### config.mk
export PLATFORM = sky130hd
export DESIGN_NAME = score_bank
export DESIGN_NICKNAME = d
export VERILOG_FILES = /design/src/rtl/score_bank.sv
export SDC_FILE = /design/constraint.sdc
export NUM_CORES = 1
export LEC_CHECK = 0
export CAP_MARGIN = 0
export CORE_ASPECT_RATIO = 0.5
export CORE_MARGIN = 2
export CORE_UTILIZATION = 35
export DETAILED_ROUTE_END_ITERATION = 6
export GPL_ROUTABILITY_DRIVEN = 0
export PLACE_DENSITY = 0.67
export SLEW_MARGIN = 25
export SYNTH_ARGS = -nofsm -noshare
export SYNTH_HDL_FRONTEND = slang
export SYNTH_SLANG_ARGS = --single-unit
### constraint.sdc
create_clock -name clk -period 3.69 [get_ports clk]
set_input_delay 0.738 -clock clk [delete_from_list [all_inputs] [get_ports clk]]
set_output_delay 0.738 -clock clk [all_outputs]
set_load 0.005 [all_outputs]
### src/rtl/score_bank.sv
// Multi-channel BCD score accumulator: request FIFO feeding a digit-serial BCD adder.
// Optional session high-score tracking enabled by defining SCORE_BANK_HIGH_SCORE_EN.
module score_bank #(
    parameter int unsigned DIGITS  = 4,
    parameter int unsigned PLAYERS = 2,
    parameter int unsigned QDEPTH  = 4,
    localparam int unsigned PW     = (PLAYERS > 1) ? $clog2(PLAYERS) : 1
) (
    input  logic                                clk,
    input  logic                                resetN,
    input  logic                                add,
    input  logic [PW-1:0]                       player,
    input  logic [DIGITS-1:0][3:0]              sum,
    output logic                                ready,
    input  logic                                clear,
    output logic                                busy,
    output logic [PLAYERS-1:0][DIGITS-1:0][3:0] score,
    output logic [DIGITS-1:0][3:0]              high_score
);

    localparam int unsigned AW = $clog2(QDEPTH);
    localparam int unsigned CW = AW + 1;
    localparam int unsigned DW = (DIGITS > 1) ? $clog2(DIGITS) : 1;

    typedef struct packed {
        logic [PW-1:0]          player;
        logic [DIGITS-1:0][3:0] sum;
    } req_t;

    typedef enum logic [1:0] {
        S_IDLE  = 2'd0,
        S_ADD   = 2'd1,
        S_WRITE = 2'd2
    } state_t;

    req_t                                r_mem [QDEPTH];
    logic [AW-1:0]                       r_wr_ptr;
    logic [AW-1:0]                       r_rd_ptr;
    logic [CW-1:0]                       r_count;
    state_t                              r_state;
    state_t                              w_state_nxt;
    logic                                w_pop;
    logic                                w_push;
    logic                                w_player_ok;
    req_t                                w_in;
    req_t                                w_head;
    logic [PW-1:0]                       r_player;
    logic [DIGITS-1:0][3:0]              r_a;
    logic [DIGITS-1:0][3:0]              r_b;
    logic [DIGITS-1:0][3:0]              r_res;
    logic [DIGITS-1:0][3:0]              w_result;
    logic [DW-1:0]                       r_digit;
    logic                                r_carry;
    logic [3:0]                          w_da;
    logic [3:0]                          w_db;
    logic [3:0]                          w_dout;
    logic [4:0]                          w_dsum;
    logic                                w_cout;
    logic [PLAYERS-1:0][DIGITS-1:0][3:0] r_score;

    // Out-of-range player indices only exist when PLAYERS is not a power of two.
    generate
        if ((32'd1 << PW) == PLAYERS) begin : g_all_ok
            assign w_player_ok = 1'b1;
        end else begin : g_range_chk
            assign w_player_ok = (player < PW'(PLAYERS));
        end
    endgenerate

    assign ready  = (r_count != CW'(QDEPTH));
    assign busy   = (r_count != '0) || (r_state != S_IDLE);
    assign w_push = add && ready && !clear && w_player_ok;
    assign w_head = r_mem[r_rd_ptr];
    assign score  = r_score;

    always_comb begin
        w_in.player = player;
        for (int i = 0; i < int'(DIGITS); i++) begin
            w_in.sum[i] = (sum[i] > 4'd9) ? 4'd9 : sum[i];
        end
    end

    // FIFO pointers and occupancy
    always_ff @(posedge clk or negedge resetN) begin
        if (!resetN) begin
            r_wr_ptr <= '0;
            r_rd_ptr <= '0;
            r_count  <= '0;
        end else if (clear) begin
            r_wr_ptr <= '0;
            r_rd_ptr <= '0;
            r_count  <= '0;
        end else begin
            if (w_push) r_wr_ptr <= r_wr_ptr + AW'(1);
            if (w_pop)  r_rd_ptr <= r_rd_ptr + AW'(1);
            case ({w_push, w_pop})
                2'b10:   r_count <= r_count + CW'(1);
                2'b01:   r_count <= r_count - CW'(1);
                default: ;
            endcase
        end
    end

    always_ff @(posedge clk) begin
        if (w_push) r_mem[r_wr_ptr] <= w_in;
    end

    // One BCD digit per cycle; MSD carry saturates the result to all nines
    always_comb begin
        w_da   = r_a[r_digit];
        w_db   = r_b[r_digit];
        w_dsum = 5'(w_da) + 5'(w_db) + 5'(r_carry);
        w_dout = w_dsum[3:0];
        w_cout = 1'b0;
        if (w_dsum > 5'd9) begin
            w_dout = 4'(w_dsum - 5'd10);
            w_cout = 1'b1;
        end
        for (int i = 0; i < int'(DIGITS); i++) begin
            w_result[i] = r_carry ? 4'd9 : r_res[i];
        end
    end

    always_ff @(posedge clk or negedge resetN) begin
        if (!resetN) r_state <= S_IDLE;
        else         r_state <= w_state_nxt;
    end

    always_comb begin
        w_state_nxt = r_state;
        w_pop       = 1'b0;
        if (clear) begin
            w_state_nxt = S_IDLE;
        end else begin
            case (r_state)
                S_IDLE: begin
                    if (r_count != '0) begin
                        w_state_nxt = S_ADD;
                        w_pop       = 1'b1;
                    end
                end
                S_ADD:   if (r_digit == DW'(DIGITS - 1)) w_state_nxt = S_WRITE;
                S_WRITE: w_state_nxt = S_IDLE;
                default: w_state_nxt = S_IDLE;
            endcase
        end
    end

    // Operand latch, digit accumulation and score write-back
    always_ff @(posedge clk or negedge resetN) begin
        if (!resetN) begin
            r_player <= '0;
            r_a      <= '0;
            r_b      <= '0;
            r_res    <= '0;
            r_digit  <= '0;
            r_carry  <= 1'b0;
            r_score  <= '0;
        end else if (clear) begin
            r_score  <= '0;
            r_digit  <= '0;
            r_carry  <= 1'b0;
        end else begin
            case (r_state)
                S_IDLE: begin
                    if (w_pop) begin
                        r_player <= w_head.player;
                        r_a      <= r_score[w_head.player];
                        r_b      <= w_head.sum;
                        r_res    <= '0;
                        r_digit  <= '0;
                        r_carry  <= 1'b0;
                    end
                end
                S_ADD: begin
                    r_res[r_digit] <= w_dout;
                    r_carry        <= w_cout;
                    r_digit        <= r_digit + DW'(1);
                end
                S_WRITE: r_score[r_player] <= w_result;
                default: ;
            endcase
        end
    end

`ifdef SCORE_BANK_HIGH_SCORE_EN
    logic [DIGITS-1:0][3:0] r_high;

    // Valid BCD orders the same as plain binary, so a vector compare suffices
    always_ff @(posedge clk or negedge resetN) begin
        if (!resetN) begin
            r_high <= '0;
        end else if (!clear && (r_state == S_WRITE) && (w_result > r_high)) begin
            r_high <= w_result;
        end
    end

    assign high_score = r_high;
`else
    assign high_score = '0;
`endif

endmodule
Word-level counts from Yosys, hierarchy flattened
Memories as Yosys holds them, arrays and structs flattened.
Cells that the tools add are included.
{ "op_classes": {"add_sub_neg": 8, "magnitude_cmp": 10, "eq_ne": 10, "n_mux": 47, "bitwise_logic": 1, "n_reduce_logical": 19} }
{ "ops": {"columns": ["cell", "n"], "rows": [
  ["$mux 16", 4],
  ["$mux 32", 2],
  ["$mux 4", 12],
  ["$bwmux 32", 1],
  ["$pmux 16 s2", 1],
  ["$mux 2", 9],
  ["$bmux 4 s2", 2],
  ["$bwmux 16", 1],
  ["$demux 16 s1", 1],
  ["$gt 4x4->1 const B", 4],
  ["$ne 3x3->1 const B", 4],
  ["$reduce_bool 2->1", 5],
  ["$reduce_bool 3->1", 3],
  ["$demux 4 s2", 1],
  ["$mux 1", 8],
  ["$pmux 2 s2", 2],
  ["$add 2x1->2 const B", 3],
  ["$eq 2x2->1 const B", 3],
  ["$pmux 3 s2", 1],
  ["$reduce_and 3->1", 2],
  ["$add 4x4->5", 1],
  ["$add 5x1->5", 1],
  ["$gt 5x4->1 const B", 1],
  ["$eq 2x1->1 const B", 2],
  ["other kinds (16)", 21]
]} }
{ "word_totals": {"reg_bits": 93, "ram_bits": 68, "out_inout_bits": 50, "wordCells": 123, "mem_count": 1} }
{ "memory_table": {"columns": ["memory", "words", "word_bits", "rd", "rd_ports_with_merged_regs", "wr", "line_no", "text"], "rows": [
  ["r_mem", 4, 17, 1, 0, 1, "36", "req_t r_mem [QDEPTH];"]
]} }

Depth between registers and ports, before layout
Gate-level depths: netlist of run 1.
{ "depth": {"word_depth": 8, "ltp_mapped": 11, "ltp_nobuf": 10} }

Worst setup path before layout of run 1
OpenSTA, ideal clock, no wires.
{ "synth_timing": {"path_type": "register to register", "startpoint": "register r_digit[0]", "endpoint": "register r_res[1] (netlist bit)", "setup_time_ps": 122, "t_arrival_ps": 3361, "slack_ps": 207, "stages_incl_launch_ff": 12, "synth_period_minus_slack_ps": 3483, "cell_sequence": "dfrtp_1 buf_2 mux4_2 fa_1 fa_1 xnor2_1 ha_1 nor2b_1 a31o_1 o31ai_4 xnor2_1 a32o_1"} }
{ "synth_between": {"elab_chain_cells": 8} }
{ "synth_lines": {"columns": ["element", "line_no", "text"], "rows": [
  ["from (decl)", "52", "logic [DW-1:0] r_digit;"],
  ["from (signal assigned)", "178", "r_digit <= r_digit + DW'(1);"],
  ["$bmux 4 s2, on equally long branches", "110, 111", null],
  ["$mux 4, on equally long branches", "110, 111", null],
  ["$add 4x4->5", "112", "w_dsum = 5'(w_da) + 5'(w_db) + 5'(r_carry);"],
  ["$add 5x1->5", "112", null],
  ["$sub 4x4->4 or $gt 5x4->1 (tied branches)", "116, 115", null],
  ["$mux 4", "115", "if (w_dsum > 5'd9) begin"],
  ["$bwmux 16 (*)", "176", "r_res[r_digit] <= w_dout;"],
  ["$pmux 16 s2 (*)", "164", "case (r_state)"],
  ["to (signal, indexed assignment)", "176", null],
  ["to (decl)", "50", "logic [DIGITS-1:0][3:0] r_res;"]
]} }
Every way passes the cells marked *; elsewhere a longest branch is shown, timed or not. The select of a mux whose other input is x is not followed.
A chain may end at the register's enable or synchronous reset.

Final worst setup path of run 1
{ "layout_timing": {"startpoint": "register r_digit[0]", "endpoint": "register r_res[5] (netlist bit)"} }
Same word-level chain as after synthesis.

==> results of run 1 <==
## worst min-delay path by stage
stage,start,to,slack [ns],depth (start not counted)
after CTS,resetN,r_a[12],0.41,1
after detailed placement,r_res[6],r_res[6],0.47,2
after global routing,resetN,r_a[14],0.43,1
final,resetN,r_a[14],0.38,1
after floorplan,resetN,r_a[0],0.44,0
after global placement,r_res[6],r_res[6],0.46,2
## flip-flops by register name, indices dropped and copies added (netlist names)
signal / cells
r_state: 2
r_res: 16
r_mem: 68
r_b: 16
r_carry: 1
r_count: 3
score: 32
r_digit: 2
r_rd_ptr: 2
r_wr_ptr: 2
r_a: 16
r_player: 1
## kinds of logic (layout without fill, tap and decap cells)
kind of cell | Yosys count | after routing
other | 1 | 16
AOI/OAI and AO/OA | 88 | 88
buffers and inverters | 55 | 111
DFF | 161 | 161
xor gates and xnor gates | 9 | 9
and+or+nand+nor | 148 | 148
muxes | 62 | 62
adders and majority gates | 15 | 15
## cell usage after synthesis (all sizes together) (17+ instances only)
cell type / n / share of area
mux2i: 19 / 0.027
edfxtp: 68 / 0.28
nor2b: 18 / 0.016
mux4: 25 / 0.079
mux2: 18 / 0.028
nor2: 52 / 0.027
dfrtp: 93 / 0.32
a211oi: 17 / 0.018
clkbuf: 17 / 0.0089
a21oi: 41 / 0.029
nand2: 47 / 0.026
buf: 29 / 0.027
## per-stage QoR
step           utilization  total power [mW]  hold slack [ns]  instance area, um2
2_1_floorplan            -              4.36            0.442                7220
3_3_place_gp         0.403              4.92            0.464                7960
3_5_place_dp         0.403              5.02            0.466                7960
4_1_cts              0.434              6.84            0.405                8580
5_1_grt              0.434              7.23            0.435                8580
6_report             0.434              6.79            0.385                8580
## per-layer routing
metal  global-route usage  wire length [um]  part of all wire
met5                    0                 0                 0
met4               0.0602               176             0.012
met3               0.0377               646             0.044
met2                0.229              6900              0.47
met1                0.197              6920              0.47
## layout make-up
type	instances	area share
repair buffers	70	0.0761
flip-flops and latches	161	0.509
well taps	266	0.0388
clock buffers	21	0.0588
clock inverters	11	0.0131
inverters	9	0.00394
multi-input cells	338	0.300
## report_power, final
part | total [mW] | switching (mW) | internal (mW)
clock network | 1.80 | 0.736 | 1.06
logic | 2.62 | 1.43 | 1.19
registers | 2.38 | 0.194 | 2.18
total | 6.79 | 2.36 | 4.44
## critical path, stage by stage, from the launching register on
cell                      delay (ns)
sky130_fd_sc_hd__dfrtp_1        0.45
sky130_fd_sc_hd__mux4_2         0.55
sky130_fd_sc_hd__fa_1           0.46
sky130_fd_sc_hd__fa_1           0.42
sky130_fd_sc_hd__xnor2_1        0.17
sky130_fd_sc_hd__ha_1           0.22
sky130_fd_sc_hd__nor2b_1        0.15
sky130_fd_sc_hd__a31o_1         0.24
sky130_fd_sc_hd__o31ai_4        0.21
sky130_fd_sc_hd__xnor2_1        0.17
sky130_fd_sc_hd__a32o_1         0.29
==> key figures, run 1 <==
Status
  • Result of the run: completed

Logic synthesis
  • Cell variety after synth: 40
  • Fraction of the yosys area taken by sequential cells: 0.610
  • Complex-gate fraction of the synthesized area: 0.0801
  • Synth Instances: 539
  • Number of synthesized register bits: roughly 160
  • Synth Cell Area: 7170 um2
  • Combinational family with the most area after synthesis: multiplexers
  • Area share of xor/xnor cells in the synthesized design: 0.0110
  • Post-synthesis async set-or-reset flop share: 0.578
  • Adder and majority gate portion of the synthesized area: 0.0293
  • Multiplexer share of the synthesized area: 0.133
  • EDFF count, synth: between 60 and 70
  • Commonest register cell after synthesis: sky130_fd_sc_hd__dfrtp_1
  • Post-synthesis simple-gate area fraction: 0.0948
  • Average instance area after synthesis: 13.3 um2
  • Count of synthesis-stage warnings from yosys: 0

Clock tree
  • Root Buffer: sky130_fd_sc_hd__clkbuf_16
  • TritonCTS clock tree: done
  • Buffers inserted by post-CTS timing repair: 0
  • Count of instances resized after the clock tree is built: 0
  • Deepest level of the CTS H-tree: 4
  • Buffer depth of the longest clock path: 2
  • Clock-pin slew reported for the worst setup and hold paths after clock tree synthesis: roughly 0.070 ns
  • Total clock sinks: 161
  • Quantity of hold-fixing buffers added after cts: 0
  • Num CTS Buffers: 17
  • Clock latency on the worst-skew pair: around 0.43 ns

Floorplan
  • Core Region: around 20000 um2
  • Total Die Area: 21700 um2
  • Count of standard-cell rows: 36
  • Top Ports: 71
  • Horizontal extent of the die: between 200 and 250 um
  • Initial core utilization: 0.362
  • Chip height: 105 um

Place
  • Count of placed standard cells including taps: 844
  • Placed wire-length estimate: 10.1 mm
  • Number of buffer cells added on primary ports: 54
  • Pre-CTS setup slack: 0.244 ns

Final layout
  • Commonest non-fill, non-tap cells in the layout: 93 x sky130_fd_sc_hd__dfrtp_1, 68 x sky130_fd_sc_hd__edfxtp_1, 52 x sky130_fd_sc_hd__clkdlybuf4s50_1
  • Multi-input gate area in the final layout: around 2600 um2
  • Number of antenna cells inserted: 0
  • Relative area change from synthesis to final layout: 19.7%
  • Filler-free cell count of the finished design: 876
  • Layout cell share with drive strength beyond 1: 0.166
  • Final net count: 633
  • Number of inserted filler cells in the final layout: approximately 1.8k
  • Storage element area: about 4400 um2
  • Commonest non-fill, non-tap cell in the layout: sky130_fd_sc_hd__dfrtp_1

Detailed routing
  • Post-route DRC violation count: 0
  • Post-detailed-routing wire length: 14.6 mm
  • Detailed-router iteration count before antenna repair: 4
  • Drt via density: 4.99
  • Antenna violation net count after detailed routing: 0
  • Routed length per instance: 16.7 um
  • Count of routing violations after the opening detailed-route iteration: 329
  • Via total after detailed routing: 4369

Timing
  • Final slew viol count: 0
  • Clock skew: 0.00665 ns
  • Final Hold Viols: 0
  • Setup slack after layout: 0.237 ns
  • Period Utilization, post-route: 0.936
  • Worst slew margin relative to its limit: 0.355
  • Total of endpoints with negative setup slack in the final report: 0
  • Unrepaired setup endpoints after global routing: no
  • Shortest clock period the worst path allows after layout: roughly 3.5 ns
  • Final setup TNS: 0 ns
  • Timing-limited maximum frequency: 290 MHz
  • Slew @ Worst Pin: 0.967 ns

Pwr
  • VDD IR-drop max: roughly 0.43 mV
  • Leakage Power: approximately 3.3 nW
  • Total power divided by cell area: 792 nW/um2

Critical path
  • Worst setup slack for register-to-register paths: 0.24 ns
  • Critical path fanouts, max: 4
  • Worst setup path class: reg -> reg
  • Critical path launch point type: register
  • Data required time at the worst endpoint: about 4.0 ns
  • Worst R2R Start: r_digit[0]
  • Crit Reg-Reg Endpoint: r_res[5]
  • Crit. Startpoint: r_digit[0]
  • Critical path arrival: 3.76 ns
  • Worst Setup End Kind: register
  • Endpoint of the most critical setup path: r_res[5]
  • Number of cell instances on the worst register-to-register path: 10

Hold path
  • Hold crit path type: in -> async

Run
  • Max cap viols: 0

GRT
  • Antenna violations before repair: 0
  • Global Route Usage Sum: 0.148
  • Maximum number of pins on one net before global-route repair: 60
  • First-pass GRT wire length: 24.3 mm
  • Number of global-route vias before repair: 4497
  • Remaining global-route overflow: 0
Note: power is estimated with default switching activity, not from simulation.
==> run 2, diff against run 1 <==
RECOVER_POWER = 50   (was not set)
==> run 2 against run 1 <==
Net effect:
- fmax is essentially flat
- setup slack lost 0.0019 ns
- via count shrank 0.60%
- count of clock-buffer cells in the layout is the same
- utilization shrank 0.15 points
- die area is the same
- global-route usage is the same
- non-clock buffer count is the same
- total power shrank 0.21%
- worst hold slack gained 0.094 ns
- sequential share of layout area grew 0.18 points
- final cell count is the same
==> key figures, run 2 (synthesized netlist as in run 1, its figures left out) <==
Status
  • Result of the run: completed

GRT
  • Antenna violations before repair: 0 (unchanged)
  • Remaining global-route overflow: 0 (unchanged)
  • First-pass GRT wire length: 24.3 mm (unchanged)
  • Number of global-route vias before repair: 4497 (unchanged)
  • Maximum number of pins on one net before global-route repair: 60 (unchanged)
  • Global Route Usage Sum: 0.148 (unchanged)

Timing
  • Final slew viol count: 0 (unchanged)
  • Period Utilization, post-route: 0.936 (about the same)
  • Unrepaired setup endpoints after global routing: no
  • Final worst hold slack: 0.478 ns (+0.0937 ns)
  • Worst slew margin relative to its limit: 0.0161 (-0.339)
  • Slew @ Worst Pin: 1.48 ns (+0.508 ns)
  • Shortest clock period the worst path allows after layout: 3.45 ns (+0.00185 ns)
  • Final Hold Viols: 0 (unchanged)
  • Total of endpoints with negative setup slack in the final report: 0 (unchanged)
  • Clock skew: 0.0102 ns (+0.00354 ns)
  • Timing-limited maximum frequency: 289 MHz (about the same)
  • Final setup TNS: 0 ns (unchanged)

Detailed routing
  • Count of routing violations after the opening detailed-route iteration: 350 (+6.4%)
  • Via total after detailed routing: 4343 (-0.60%)
  • Drt via density: 4.96 (-0.60%)
  • Post-route DRC violation count: 0 (unchanged)
  • Routed length per instance: 16.8 um (+0.19%)
  • Detailed-router iteration count before antenna repair: 4 (unchanged)
  • Antenna violation net count after detailed routing: 0 (unchanged)
  • Post-detailed-routing wire length: 14.7 mm (+0.19%)

Clock tree
  • Clock latency on the worst-skew pair: 0.43 ns (about the same)
  • TritonCTS clock tree: done
  • Count of instances resized after the clock tree is built: 0 (unchanged)
  • Buffer depth of the longest clock path: 2 (unchanged)
  • Deepest level of the CTS H-tree: 4 (unchanged)
  • Num CTS Buffers: 17 (unchanged)
  • Quantity of hold-fixing buffers added after cts: 0 (unchanged)
  • Root Buffer: sky130_fd_sc_hd__clkbuf_16
  • Total clock sinks: 161 (unchanged)
  • Clock-pin slew reported for the worst setup and hold paths after clock tree synthesis: 0.07 ns (about the same)
  • Buffers inserted by post-CTS timing repair: 0 (unchanged)

Final layout
  • Max reg flops: 68 (unchanged)
  • Number of inserted filler cells in the final layout: 1788 (+0.28%)
  • Utilization after layout: 0.432 (-0.00152)
  • Commonest non-fill, non-tap cells in the layout: 93 x sky130_fd_sc_hd__dfrtp_1, 68 x sky130_fd_sc_hd__edfxtp_1, 51 x sky130_fd_sc_hd__nor2_1
  • Final net count: 633 (unchanged)
  • Layout cell share with drive strength beyond 1: 0.156 (-0.00984)
  • Commonest non-fill, non-tap cell in the layout: sky130_fd_sc_hd__dfrtp_1
  • Relative area change from synthesis to final layout: 19.3%
  • Final Instance Area: 8550 um2 (-0.35%)
  • Storage element area: 4370 um2 (unchanged)
  • Top register by number of flip-flops: r_mem
  • Multi-input gate area in the final layout: 2560 um2 (-0.49%)
  • Number of antenna cells inserted: 0 (unchanged)

Pwr
  • Total power divided by cell area: 793 nW/um2 (+0.14%)
  • Leakage Power: 3.29 nW (-0.56%)
  • VDD IR-drop max: 0.418 mV (-2.1%)
  • Power, Total: 6.78 mW (-0.21%)

Floorplan
  • Total Die Area: 21700 um2 (unchanged)
  • Count of standard-cell rows: 36 (unchanged)
  • Initial core utilization: 0.362 (unchanged)
  • Horizontal extent of the die: 206 um (unchanged)
  • Chip height: 105 um (unchanged)
  • Top Ports: 71 (unchanged)
  • Core Region: 19800 um2 (unchanged)

Run
  • Max cap viols: 0 (unchanged)

Critical path
  • Worst Setup End Kind: register
  • Worst setup path class: reg -> reg
  • Critical path arrival: 3.77 ns (about the same)
  • Crit path buf inv count: 0 (unchanged)
  • Kind of cell with the highest combined delay on the critical path: adder cells
  • List of cells traversed by the critical path: mux4_2, fa_1, fa_1, xnor2_1, ha_1, nor2b_1, a31o_1, o31ai_4, xnor2_1, a32o_1
  • Data required time at the worst endpoint: 4.00 ns (about the same)
  • Critical path launch point type: register
  • Critical path fanouts, max: 4 (unchanged)
  • Cell with the largest stage delay on the worst path: sky130_fd_sc_hd__mux4_2
  • Largest stage delay on the critical path: 0.55 ns (about the same)

Place
  • Placed wire-length estimate: 10.1 mm (unchanged)
  • Placed Instance Area: 7960 um2 (unchanged)
  • Number of buffer cells added on primary ports: 54 (unchanged)

Hold path
  • Hold crit path type: reg -> reg
-- run 2: cell count changes in the layout (fill, tap and decap cells not counted) --
cell	previous run	this run
sky130_fd_sc_hd__clkbuf_2	0	1
sky130_fd_sc_hd__buf_4	17	12
sky130_fd_sc_hd__nand2_4	1	0
sky130_fd_sc_hd__clkbuf_1	1	5
sky130_fd_sc_hd__nor3b_2	1	0
sky130_fd_sc_hd__nand2_1	46	47
sky130_fd_sc_hd__nor3b_1	0	1
sky130_fd_sc_hd__dlygate4sd3_1	0	5
sky130_fd_sc_hd__clkdlybuf4s50_1	52	47
-- run 2: path summary, 6_finish.rpt --
kind                             from         to  slack (ns)  depth (start not counted)
setup / recovery           r_digit[0]   r_res[5]        0.24                         10
hold / removal               r_res[6]   r_res[6]        0.48                          2
setup reg to reg           r_digit[0]   r_res[5]        0.24                         10
hold reg to reg              r_res[6]   r_res[6]        0.48                          2
max in group asynchronous      resetN  r_res[11]        1.42                          2
min in group asynchronous      resetN    r_a[14]        0.66                          1
-- run 2: layout make-up --
class | count | share of cell area
clock inverter | 11 | 0.0132
tap | 266 | 0.0389
timing repair buffer | 70 | 0.0744
multi-input combinational | 338 | 0.299
sequential | 161 | 0.511
clock buffer | 21 | 0.0590
inverter | 9 | 0.00395
-- run 2: report_power, final --
group / total [mW] / switching, mW / internal [mW]
clock: 1.80 / 0.733 / 1.06
sequential: 2.37 / 0.191 / 2.18
combinational: 2.61 / 1.43 / 1.18
total: 6.78 / 2.35 / 4.43
-- run 2: tightest hold or removal path, cell delays in order (launching register included) --
cell and delay [ns]:
sky130_fd_sc_hd__dfrtp_1 0.34, sky130_fd_sc_hd__nand2_1 0.05, sky130_fd_sc_hd__o21ai_0 0.06
-- run 2: per-layer routing --
metal	vias to the layer above	part of all wire	wire length [um]	track usage
met5	-	0	0	0
li1	2033	-	-	-
met2	90	0.48	7010	0.229
met4	0	0.0088	129	0.0602
met3	8	0.049	721	0.0377
met1	2212	0.46	6810	0.197
-- run 2: metrics by stage --
stage	cells	worst slack, ns
floorplan	554	0.207
detailed placement	844	0.244
finish	876	0.235
global placement	844	0.358
global route	876	0.00847
CTS	876	0.231
